--- src/rtl/seq_scan_ctrl.sv ---
`default_nettype none
// ============================================================================
//  Module   : seq_scan_ctrl
//  Purpose  : Scans a parallel word through a bit-serial "101" Mealy detector.
//             On an accepted start, the word and shift order are latched.
//             The detector is then cleared for one cycle. Next, the word is
//             shifted out one bit per clock while same-cycle detect pulses are
//             counted, and finally a one-cycle done pulse is raised.
//  Ports    : clk        - system clock, rising edge
//             rst        - asynchronous reset, active low
//             start      - scan request, honoured only in IDLE
//             data_in    - word to scan, latched on accepted start
//             msb_first  - shift order, latched with data_in
//             busy       - high from CLEAR through DONE
//             done       - one-cycle pulse in DONE
//             found      - match_cnt is nonzero
//             match_cnt  - detect pulses seen during SHIFT
//             first_pos  - shift index of the first detect pulse (0 if none)
//             det_rst    - detector reset, high only in CLEAR
//             det_din    - serial bit to detector, 0 outside SHIFT
//             det_detect - detector Mealy output, combinational on det_din
//  Revision : 1.0 - initial release
// ============================================================================
module seq_scan_ctrl #(
    parameter int WIDTH = 8,
    parameter int CNT_W = 6
) (
    input  logic             clk,
    input  logic             rst,
    input  logic             start,
    input  logic [WIDTH-1:0] data_in,
    input  logic             msb_first,
    output logic             busy,
    output logic             done,
    output logic             found,
    output logic [CNT_W-1:0] match_cnt,
    output logic [CNT_W-1:0] first_pos,
    output logic             det_rst,
    output logic             det_din,
    input  logic             det_detect
);

    localparam logic [1:0] S_IDLE  = 2'd0;
    localparam logic [1:0] S_CLEAR = 2'd1;
    localparam logic [1:0] S_SHIFT = 2'd2;
    localparam logic [1:0] S_DONE  = 2'd3;

    localparam logic [CNT_W-1:0] LAST_IDX = CNT_W'(WIDTH - 1);

    logic [1:0]       state_q, state_d;
    logic [WIDTH-1:0] sreg_q,  sreg_d;
    logic             msb_q,   msb_d;
    logic [CNT_W-1:0] idx_q,   idx_d;
    logic [CNT_W-1:0] cnt_q,   cnt_d;
    logic [CNT_W-1:0] pos_q,   pos_d;

    // Bit currently presented to the detector; the register shifts toward
    // whichever end was selected, so the live bit is always at that end.
    logic cur_bit;
    assign cur_bit = msb_q ? sreg_q[WIDTH-1] : sreg_q[0];

    // State and datapath registers
    always_ff @(posedge clk or negedge rst) begin
        if (!rst) begin
            state_q <= S_IDLE;
            sreg_q  <= '0;
            msb_q   <= 1'b0;
            idx_q   <= '0;
            cnt_q   <= '0;
            pos_q   <= '0;
        end else begin
            state_q <= state_d;
            sreg_q  <= sreg_d;
            msb_q   <= msb_d;
            idx_q   <= idx_d;
            cnt_q   <= cnt_d;
            pos_q   <= pos_d;
        end
    end

    // Next-state and datapath update
    always_comb begin
        state_d = state_q;
        sreg_d  = sreg_q;
        msb_d   = msb_q;
        idx_d   = idx_q;
        cnt_d   = cnt_q;
        pos_d   = pos_q;
        case (state_q)
            S_IDLE: begin
                if (start) begin
                    state_d = S_CLEAR;
                    sreg_d  = data_in;
                    msb_d   = msb_first;
                    idx_d   = '0;
                    cnt_d   = '0;
                    pos_d   = '0;
                end
            end
            S_CLEAR: begin
                state_d = S_SHIFT;
                idx_d   = '0;
            end
            S_SHIFT: begin
                if (det_detect) begin
                    cnt_d = cnt_q + CNT_W'(1);
                    // Zero count means no earlier hit in this scan
                    if (cnt_q == '0) begin
                        pos_d = idx_q;
                    end
                end
                sreg_d = msb_q ? {sreg_q[WIDTH-2:0], 1'b0}
                               : {1'b0, sreg_q[WIDTH-1:1]};
                idx_d  = idx_q + CNT_W'(1);
                if (idx_q == LAST_IDX) begin
                    state_d = S_DONE;
                end
            end
            S_DONE: begin
                state_d = S_IDLE;
            end
            default: begin
                state_d = S_IDLE;
            end
        endcase
    end

    // Outputs
    always_comb begin
        busy      = (state_q != S_IDLE);
        done      = (state_q == S_DONE);
        det_rst   = (state_q == S_CLEAR);
        det_din   = (state_q == S_SHIFT) ? cur_bit : 1'b0;
        found     = (cnt_q != '0);
        match_cnt = cnt_q;
        first_pos = pos_q;
    end

endmodule
`default_nettype wire

--- config.mk ---
export PLATFORM = sky130hd
export DESIGN_NAME = seq_scan_ctrl
export DESIGN_NICKNAME = d
export VERILOG_FILES = /design/src/rtl/seq_scan_ctrl.sv
export SDC_FILE = /design/constraint.sdc
export NUM_CORES = 1
export LEC_CHECK = 0
export CAP_MARGIN = 40
export CORE_ASPECT_RATIO = 0.8
export CORE_UTILIZATION = 50
export CTS_CLUSTER_DIAMETER = 30
export CTS_CLUSTER_SIZE = 20
export DETAILED_ROUTE_END_ITERATION = 10
export GPL_ROUTABILITY_DRIVEN = 0
export PLACE_DENSITY = 0.77
export SLEW_MARGIN = 10
export SYNTH_ARGS = -nofsm -noshare
export SYNTH_HDL_FRONTEND = slang
export SYNTH_SLANG_ARGS = --single-unit
--- constraint.sdc ---
create_clock -name clk -period 4.7 [get_ports clk]
set_clock_uncertainty 0.1 [all_clocks]
set_input_delay 0.47 -clock clk [delete_from_list [all_inputs] [get_ports clk]]
set_output_delay 0.47 -clock clk [all_outputs]
set_load 0.05 [all_outputs]
==> reports/results.ini, run 1 <==
[outcome]
status = finished clean

[detailed_routing]
routed-via-count = 1376
ant_nets = 0
drt_pass1_iterations = 4
finalWirelength_mm = 3.47
post_drt_wl_per_cell_um = 14.3
viasPerCell = 5.69
drt-initial-drc-count = 83
drc = 0

[pwr]
p_leak_nw = 0.978
seqPwrFrac = 0.366
p_clk_frac = 0.220
comb_power_share = 0.414
p_sw_uw = 381
power.density_nw_per_um2 = 446
vdd_ir_drop_max_v = 0.000197
swShare = 0.408
fin_total_pwr_uw = 933
p_int_uw = 553

[logic_synthesis]
synth_top_cell_area_share = 0.434
ys_types = 37
yosysSeqAreaShare = 0.434
synth_cells = 172
synthTopCellsByArea = dfrtp_1 (43%), mux2i_1 (9.6%), ha_1 (6.0%)
synthesis.nets = 193
post_synth.cell_area_avg_um2 = 9.72
synth_seq_cells = 29
synth.largest_area_cell = dfrtp_1
ys_warn_count = 0
netlist_area_um2 = 1670

[clocking]
clk_pin_slew_ns = 0.06
htree_levels = 2
postCtsSetupBuffers = 0
clock_sinks = 29
numCtsBuffers = 5
hold_buffers = 0
clk_latency_ns = 0.28
cts.path.max_buffers = 2
cts-root-buf = clkbuf_8
tritoncts = built
ctsResizeCount = 0

[cells_and_area]
drive_above_1_share = 0.0594
finalNonFillerCells = 242
nNetsFinal = 223
fin_util = 0.668
syn2layout_area_growth_pct = 25.1
final_cell_mix = dfrtp_1 (29), clkdlybuf4s50_1 (29), nand2_1 (22)
multi_input_area_um2 = 891
num_antenna_cells = 0
seqCellArea_um2 = 726
fillerInstances = 245

[setup_path]
start_kind = register
cp.arrival_ns = 2.43
criticalPathCategory = register to primary output
required_ns = 4.13
path_max_fanout = 13
critPathCaptureType = primary output

[global_route]
antenna_found_initial = 0
grt_max_degree = 30
grt_pass1_vias = 1213
grt_pass1_wl_mm = 5.56
grt-ovfl-total = 0
grt_usage = 0.216

[timing]
worst_slew_pin_slew_ns = 0.721
slew_headroom = 0.518
finalHoldViolCount = 0
final-setup-viol-count = 0
period_needed_ns = 3.00
tns_ns = 0
whs_ns = 0.412
fmax_mhz = 333
post-route-period-util = 0.639
rsz0062_at_grt = false
maxSlewViolCount = 0

[die]
ioPinCount = 30
start_util = 0.534
coreArea_um2 = 3130
die_area_um2 = 3580
rows = 18
chipWidth_um = 66.6
fp.dieH_um = 53.7

[place]
hpwl_mm = 2.48
place_inst = 235
portBuffers = 29

[worst_hold_path]
worst_hold_path_type = register to register

[job]
cap_violations = 0

power groups by stage:
stage | clock network, mW | logic, mW | registers, mW
detailed placement | 0 | 0.389 | 0.346
global placement | 0 | 0.383 | 0.341
floorplan | 0 | 0.0913 | 0.505
finish | 0.205 | 0.387 | 0.341
global route | 0.218 | 0.410 | 0.349
CTS | 0.207 | 0.390 | 0.342
Yosys cell counts:
cell,number
o41ai_1,1
dfrtp_1,29
a21oi_1,2
a21o_1,6
nor2_1,9
nor3b_1,1
a21boi_0,2
nand2b_1,10
nor4b_1,2
nor2b_1,2
inv_1,6
o21ai_0,9
o21a_1,1
mux2i_1,16
nand4_1,2
a211o_1,1
ha_1,8
or3_1,2
nor3_1,2
a211oi_1,7
nor4_1,1
a22o_1,1
and3b_1,1
a31oi_1,1
nand3_1,4
mux2_2,1
o211ai_1,2
a221o_1,1
buf_2,2
clkbuf_1,7
o31ai_1,3
nor4b_4,1
or4_1,2
nand3b_1,1
nand2_1,22
and3_1,3
o311ai_0,1
layer usage:
layer | up-vias | GRT usage | routed length, um
met1 | 668 | 0.292 | 1800
met2 | 30 | 0.333 | 1500
met3 | 5 | 0.0699 | 131
met5 | - | 0 | 0
met4 | 0 | 0.0638 | 39
li1 | 673 | - | -
critical path: stages, from the launching register on:
cell,delay [ns]
dfrtp_1,0.41
inv_1,0.14
ha_1,0.43
inv_1,0.22
nor2_1,0.15
clkdlybuf4s50_1,0.81
path summary, 6_finish.rpt:
| check | startpoint | end | slack (ns) | depth (start not counted) |
|---|---|---|---|---|
| worst min-delay path | sreg_q[6]$_DFFE_PN0P_ | sreg_q[6]$_DFFE_PN0P_ | 0.41 | 1 |
| worst min register to register | sreg_q[6]$_DFFE_PN0P_ | sreg_q[6]$_DFFE_PN0P_ | 0.41 | 1 |
| max in group asynchronous | rst | idx_q[4]$_DFFE_PN0P_ | 3.75 | 2 |
| min in group asynchronous | rst | match_cnt[5]$_DFFE_PN0P_ | 0.47 | 2 |
| worst max register to register | state_q[0]$_DFFE_PN0P_ | match_cnt[3]$_DFFE_PN0P_ | 2.13 | 7 |
| worst max-delay path | state_q[0]$_DFFE_PN0P_ | det_din | 1.70 | 5 |
through the flow:
step / setup WS (ns) / instance area [um2]
3_5_place_dp: 2.02 / 2010
2_1_floorplan: 2.60 / 1670
4_1_cts: 1.72 / 2090
5_1_grt: 1.60 / 2090
3_3_place_gp: 2.09 / 1990
6_report: 1.70 / 2090
area by class of cell:
class                      count  share of cell area
clock buffer                   7              0.0413
inverter                       6              0.0108
multi-input combinational    128               0.426
sequential                    29               0.347
tap                           40              0.0239
timing repair buffer          32               0.151
kinds of logic after synthesis:
| logic type | after synthesis | synth area share |
|---|---|---|
| buffers and inverters | 15 | 0.0352 |
| adder cells (fa/ha/maj) | 8 | 0.0599 |
| flip-flops | 29 | 0.434 |
| multiplexers | 17 | 0.103 |
| AND/OR/NAND/NOR | 65 | 0.210 |
| AO/OA/AOI/OAI | 38 | 0.158 |
registers in the layout (all words and copies together) (netlist names):
signal and cells:
first_pos 6, sreg_q 8, msb_q 1, idx_q 6, state_q 2, match_cnt 6
Note: power is estimated with default switching activity, not from simulation.
==> run 2, diff against run 1 <==
Clock period 4.7 ns to 3 ns, I/O delays scaled along.
==> run 2 against run 1 <==
Net effect:
- global-route usage increased by 0.35 points
- critical path depth unchanged
- first-iteration DRC count decreased by 6.0%
- worst setup slack got worse by 1.1 ns
- via count decreased by 1.6%
- largest power group unchanged
- highest routed layer unchanged
==> reports/results.ini, run 2 (synthesis gave the netlist of run 1 again) <==
[die]
chipWidth_um = 66.6  ; unchanged
fp.dieH_um = 53.7  ; unchanged
die_area_um2 = 3580  ; unchanged
rows = 18  ; unchanged
start_util = 0.534  ; unchanged
coreArea_um2 = 3130  ; unchanged
ioPinCount = 30  ; unchanged

[timing]
post-route-period-util = 0.802
final-setup-viol-count = 0  ; unchanged
fmax_mhz = 416
period_needed_ns = 2.41
worst_slew_pin_slew_ns = 0.706  ; was 0.721 ns
maxSlewViolCount = 0  ; unchanged
tns_ns = 0  ; unchanged
rsz0062_at_grt = false  ; unchanged
slew_headroom = 0.528  ; was 0.518
finalHoldViolCount = 0  ; unchanged

[cells_and_area]
syn2layout_area_growth_pct = 26.9  ; was 25.1%
fin_util = 0.677  ; was 0.668
top_register = sreg_q  ; unchanged
num_antenna_cells = 0  ; unchanged
nNetsFinal = 224  ; was 223
fillerInstances = 253  ; was 245
final_common_cell = dfrtp_1
largest_register_ffs = 8  ; unchanged
final_cell_mix = dfrtp_1 (29), clkdlybuf4s50_1 (28), nand2_1 (22)  ; was dfrtp_1 (29), clkdlybuf4s50_1 (29), nand2_1 (22)
drive_above_1_share = 0.0784  ; was 0.0594

[setup_path]
critPathCaptureType = primary output  ; unchanged
r2r-end = first_pos[2]$_DFFE_PN0P_  ; was match_cnt[3]$_DFFE_PN0P_
required_ns = 2.60  ; was 4.13 ns
reg2reg_from = state_q[0]$_DFFE_PN0P_  ; unchanged
rrSetupSlack_ns = 0.80  ; was 2.13 ns
cp.arrival_ns = 2.01  ; was 2.43 ns
start_kind = register  ; unchanged
path_max_fanout = 7  ; was 13
r2r_cells = 5  ; was 7
crit_start = match_cnt[0]$_DFFE_PN0P_  ; was state_q[0]$_DFFE_PN0P_
criticalPathCategory = register to primary output  ; unchanged

[clocking]
ctsResizeCount = 0  ; unchanged
clk_pin_slew_ns = 0.06  ; about the same
cts-root-buf = clkbuf_8  ; unchanged
htree_levels = 2  ; unchanged
hold_buffers = 0  ; unchanged
tritoncts = built  ; unchanged
postCtsSetupBuffers = 0  ; unchanged
clock_sinks = 29  ; unchanged
clk_latency_ns = 0.28  ; about the same
numCtsBuffers = 5  ; unchanged
cts.path.max_buffers = 2  ; unchanged

[detailed_routing]
finalWirelength_mm = 3.43  ; was 3.47 mm
routed-via-count = 1354  ; was 1,376
drt_pass1_iterations = 4  ; unchanged
post_drt_wl_per_cell_um = 14.1  ; was 14.3 um
ant_nets = 0  ; unchanged
drc = 0  ; unchanged
drt-initial-drc-count = 78  ; was 83
viasPerCell = 5.55  ; was 5.69

[global_route]
grt_pass1_wl_mm = 5.78  ; was 5.56 mm
antenna_found_initial = 0  ; unchanged
grt_max_degree = 30  ; unchanged
grt-ovfl-total = 0  ; unchanged
grt_pass1_vias = 1229  ; was 1,213
grt_usage = 0.220  ; was 0.216

[pwr]
fin_total_pwr_mw = 1.48  ; was 933 uW
power.density_nw_per_um2 = 700  ; was 446 nW/um2
vdd_ir_drop_max_v = 0.000362  ; was 0.000197 V
p_leak_nw = 0.996  ; was 0.978 nW

[worst_hold_path]
worst_hold_path_type = input pin to async pin  ; was register to register

[job]
cap_violations = 0  ; unchanged

[place]
hpwl_mm = 2.57  ; was 2.48 mm
portBuffers = 29  ; unchanged

[outcome]
status = finished clean  ; unchanged

[run 2: routing by layer]
layer  part of all wire  vias up  track usage  routed length [um]
met2               0.45       23        0.342                1540
met1               0.50      646        0.307                1730
met5                  0        -            0                   0
met3              0.036        4       0.0572                 125
met4             0.0082        0       0.0532                  28
li1                   -      681            -                   -
[run 2: stage by stage]
stage          hold WS, ns  area (um2)  instances  setup WS, ns
3_3_place_gp         0.391        2020        236         0.906
6_report             0.304        2120        244         0.595
4_1_cts              0.317        2120        244         0.579
5_1_grt              0.367        2120        244         0.443
2_1_floorplan      -0.0956        1670        172          1.07
3_5_place_dp         0.406        2020        236         0.795
[run 2: power by group]
group	switching, mW	total (mW)	internal, mW
Clock	0.139	0.346	0.207
Sequential	0.0670	0.533	0.466
Combinational	0.387	0.605	0.218
[run 2: worst max-delay path by stage]
stage,endpoint,slack [ns],cells after the start
after floorplan,found,1.07,4
after global placement,first_pos[1]$_DFFE_PN0P_,0.91,5
after detailed placement,first_pos[2]$_DFFE_PN0P_,0.79,5
after CTS,found,0.58,5
after global routing,found,0.44,5
final,found,0.59,5
[run 2: final cells by class]
class | count | area [um2] | area share
clock buffers | 7 | 96.3 | 0.0454
clock inverters | 1 | 5.00 | 0.00236
inverters | 6 | 22.5 | 0.0106
multi-input cells | 128 | 891 | 0.420
flip-flops and latches | 29 | 726 | 0.342
well taps | 40 | 50.0 | 0.0236
repair buffers | 33 | 330 | 0.156
[run 2: worst max-delay path, cell delays in order (launching register included)]
cell and delay (ns):
dfrtp_1 0.44, inv_1 0.07, ha_1 0.19, nand2b_1 0.13, nand2b_1 0.12, clkdlybuf4s50_1 0.79
==> run 3, diff against run 2 <==
Clock period 3 ns to 2.3 ns, I/O delays scaled along.
==> run 3 against run 2 <==
Net effect:
- sequential share of layout area down 0.26 points
- largest power group unchanged
- critical path depth decreased by 2
- design area is 0.77% higher
- routed wire length rose by 9.9%
- highest routed layer unchanged
- first-iteration DRC count is 22% higher
- power up 32%
- utilization rose by 0.52 points
- die area did not move
- clock power rose by 35%
- cell count increased by 0.41%
==> reports/results.ini, run 3 (synthesis gave the netlist of run 1 again) <==
[die]
coreArea_um2 = 3130  ; unchanged
die_area_um2 = 3580  ; unchanged
ioPinCount = 30  ; unchanged
rows = 18  ; unchanged
start_util = 0.534  ; unchanged
chipWidth_um = 66.6  ; unchanged
fp.dieH_um = 53.7  ; unchanged

[detailed_routing]
drt-initial-drc-count = 95  ; was 78
viasPerCell = 5.73  ; was 5.55
finalWirelength_mm = 3.77  ; was 3.43 mm
ant_nets = 0  ; unchanged
drc = 0  ; unchanged
post_drt_wl_per_cell_um = 15.4  ; was 14.1 um
drt_pass1_iterations = 4  ; unchanged
routed-via-count = 1404  ; was 1,354

[clocking]
cts.path.max_buffers = 2  ; unchanged
clock_sinks = 29  ; unchanged
clk_latency_ns = 0.28  ; about the same
clk_pin_slew_ns = 0.07  ; was 0.06 ns
numCtsBuffers = 5  ; unchanged
htree_levels = 2  ; unchanged
cts-root-buf = clkbuf_8  ; unchanged
postCtsSetupBuffers = 0  ; unchanged
tritoncts = built  ; unchanged

[timing]
slew_headroom = 0.516  ; was 0.528
finalHoldViolCount = 0  ; unchanged
fmax_mhz = 463
tns_ns = 0  ; unchanged
maxSlewViolCount = 0  ; unchanged
worst_slew_pin_slew_ns = 0.724  ; was 0.706 ns
rsz0062_at_grt = false  ; unchanged
final-setup-viol-count = 0  ; unchanged
post-route-period-util = 0.940
period_needed_ns = 2.16

[cells_and_area]
largest_register_ffs = 8  ; unchanged
fillerInstances = 257  ; was 253
finalNonFillerCells = 245  ; was 244
final_common_cell = dfrtp_1  ; unchanged
top_register = sreg_q  ; unchanged
syn2layout_area_growth_pct = 27.8  ; was 26.9%
stdcell_area_um2 = 2140  ; was 2120 um2
fin_util = 0.683  ; was 0.677
nNetsFinal = 225  ; was 224
final_cell_mix = dfrtp_1 (29), clkdlybuf4s50_1 (25), nand2_1 (22)  ; was dfrtp_1 (29), clkdlybuf4s50_1 (28), nand2_1 (22)
num_antenna_cells = 0  ; unchanged
drive_above_1_share = 0.0976  ; was 0.0784

[setup_path]
cp.arrival_ns = 1.83  ; was 2.01 ns
path_max_fanout = 5  ; was 7
r2r_cells = 6  ; was 5
criticalPathCategory = register to primary output  ; unchanged
r2r-end = sreg_q[1]$_DFFE_PN0P_  ; was first_pos[2]$_DFFE_PN0P_
critPathCaptureType = primary output  ; unchanged
required_ns = 1.97  ; was 2.60 ns
reg2reg_from = state_q[0]$_DFFE_PN0P_  ; unchanged
start_kind = register  ; unchanged
rrSetupSlack_ns = 0.23  ; was 0.80 ns

[place]
place_inst = 237  ; was 236
portBuffers = 29  ; unchanged
hpwl_mm = 2.73  ; was 2.57 mm
dpl_cell_area_um2 = 2020  ; about the same

[pwr]
p_int_mw = 1.16  ; was 891 uW
fin_total_pwr_mw = 1.96  ; was 1.48 mW
vdd_ir_drop_max_v = 0.000465  ; was 0.000362 V
comb_power_share = 0.405  ; was 0.408
seqPwrFrac = 0.358  ; was 0.359
p_sw_uw = 802  ; was 593 uW
p_clk_frac = 0.238  ; was 0.233
swShare = 0.409  ; was 0.400
power.density_nw_per_um2 = 919  ; was 700 nW/um2
p_leak_nw = 1.02  ; was 0.996 nW

[outcome]
status = finished clean  ; unchanged

[global_route]
grt_max_degree = 30  ; unchanged
grt_pass1_wl_mm = 6.27  ; was 5.78 mm
grt-ovfl-total = 0  ; unchanged
grt_usage = 0.241  ; was 0.220
antenna_found_initial = 0  ; unchanged
grt_pass1_vias = 1289  ; was 1,229

[worst_hold_path]
worst_hold_path_type = input pin to async pin  ; unchanged

[job]
cap_violations = 0  ; unchanged

## run 3: cell count changes in the layout (fill, tap and decap cells not counted), sizes merged
cell           before  now
clkdlybuf4s50      28   25
dlymetal6s2s        0    1
buf                 5    8
## run 3: layout make-up
cell class	count	area, um2	area share
clock inverters	1	5.00	0.00234
clock buffers	7	96.3	0.0451
repair buffers	34	335	0.157
inverters	6	22.5	0.0105
multi-input cells	128	902	0.422
flip-flops and latches	29	726	0.340
well taps	40	50.0	0.0234
## run 3: worst max-delay path by stage
stage | from | endpoint | slack, ns | cells past startpoint
CTS | state_q[1]$_DFFE_PN0P_ | done | 0.05 | 2
detailed placement | state_q[0]$_DFFE_PN0P_ | sreg_q[1]$_DFFE_PN0P_ | 0.13 | 6
finish | state_q[1]$_DFFE_PN0P_ | det_rst | 0.14 | 3
floorplan | state_q[0]$_DFFE_PN0P_ | first_pos[0]$_DFFE_PN0P_ | 0.40 | 6
global placement | state_q[0]$_DFFE_PN0P_ | sreg_q[5]$_DFFE_PN0P_ | 0.29 | 6
global route | state_q[0]$_DFFE_PN0P_ | det_din | 0.03 | 6
## run 3: routing by layer
layer	share of wire	vias to the layer above	global-route usage
met4	0.011	0	0.0780
met2	0.47	34	0.382
met3	0.040	5	0.0614
li1	-	683	-
met1	0.47	682	0.324
met5	0	-	0
## run 3: stage by stage
stage	setup slack, ns	hold WS, ns
detailed placement	0.135	0.388
floorplan	0.396	-0.166
finish	0.138	0.229
CTS	0.0513	0.232
global placement	0.287	0.388
global route	0.0294	0.278
## run 3: timing repair
action,4_1_cts,5_1_grt
gates resized for setup,0,3
endpoints found under the setup margin,0,6
hold buffers,0,0
## run 3: power by group through the flow
| stage | Combinational (mW) | Clock (mW) | Sequential (mW) |
|---|---|---|---|
| after global placement | 0.785 | 0 | 0.698 |
| after global routing | 0.849 | 0.500 | 0.719 |
| after CTS | 0.800 | 0.480 | 0.702 |
| after floorplan | 0.187 | 0 | 1.03 |
| final | 0.794 | 0.466 | 0.702 |
| after detailed placement | 0.799 | 0 | 0.710 |
## run 3: worst max-delay path: stages (launching register included)
cell and delay [ns]:
dfrtp_1 0.43, inv_1 0.13, ha_1 0.18, clkdlybuf4s50_1 0.80
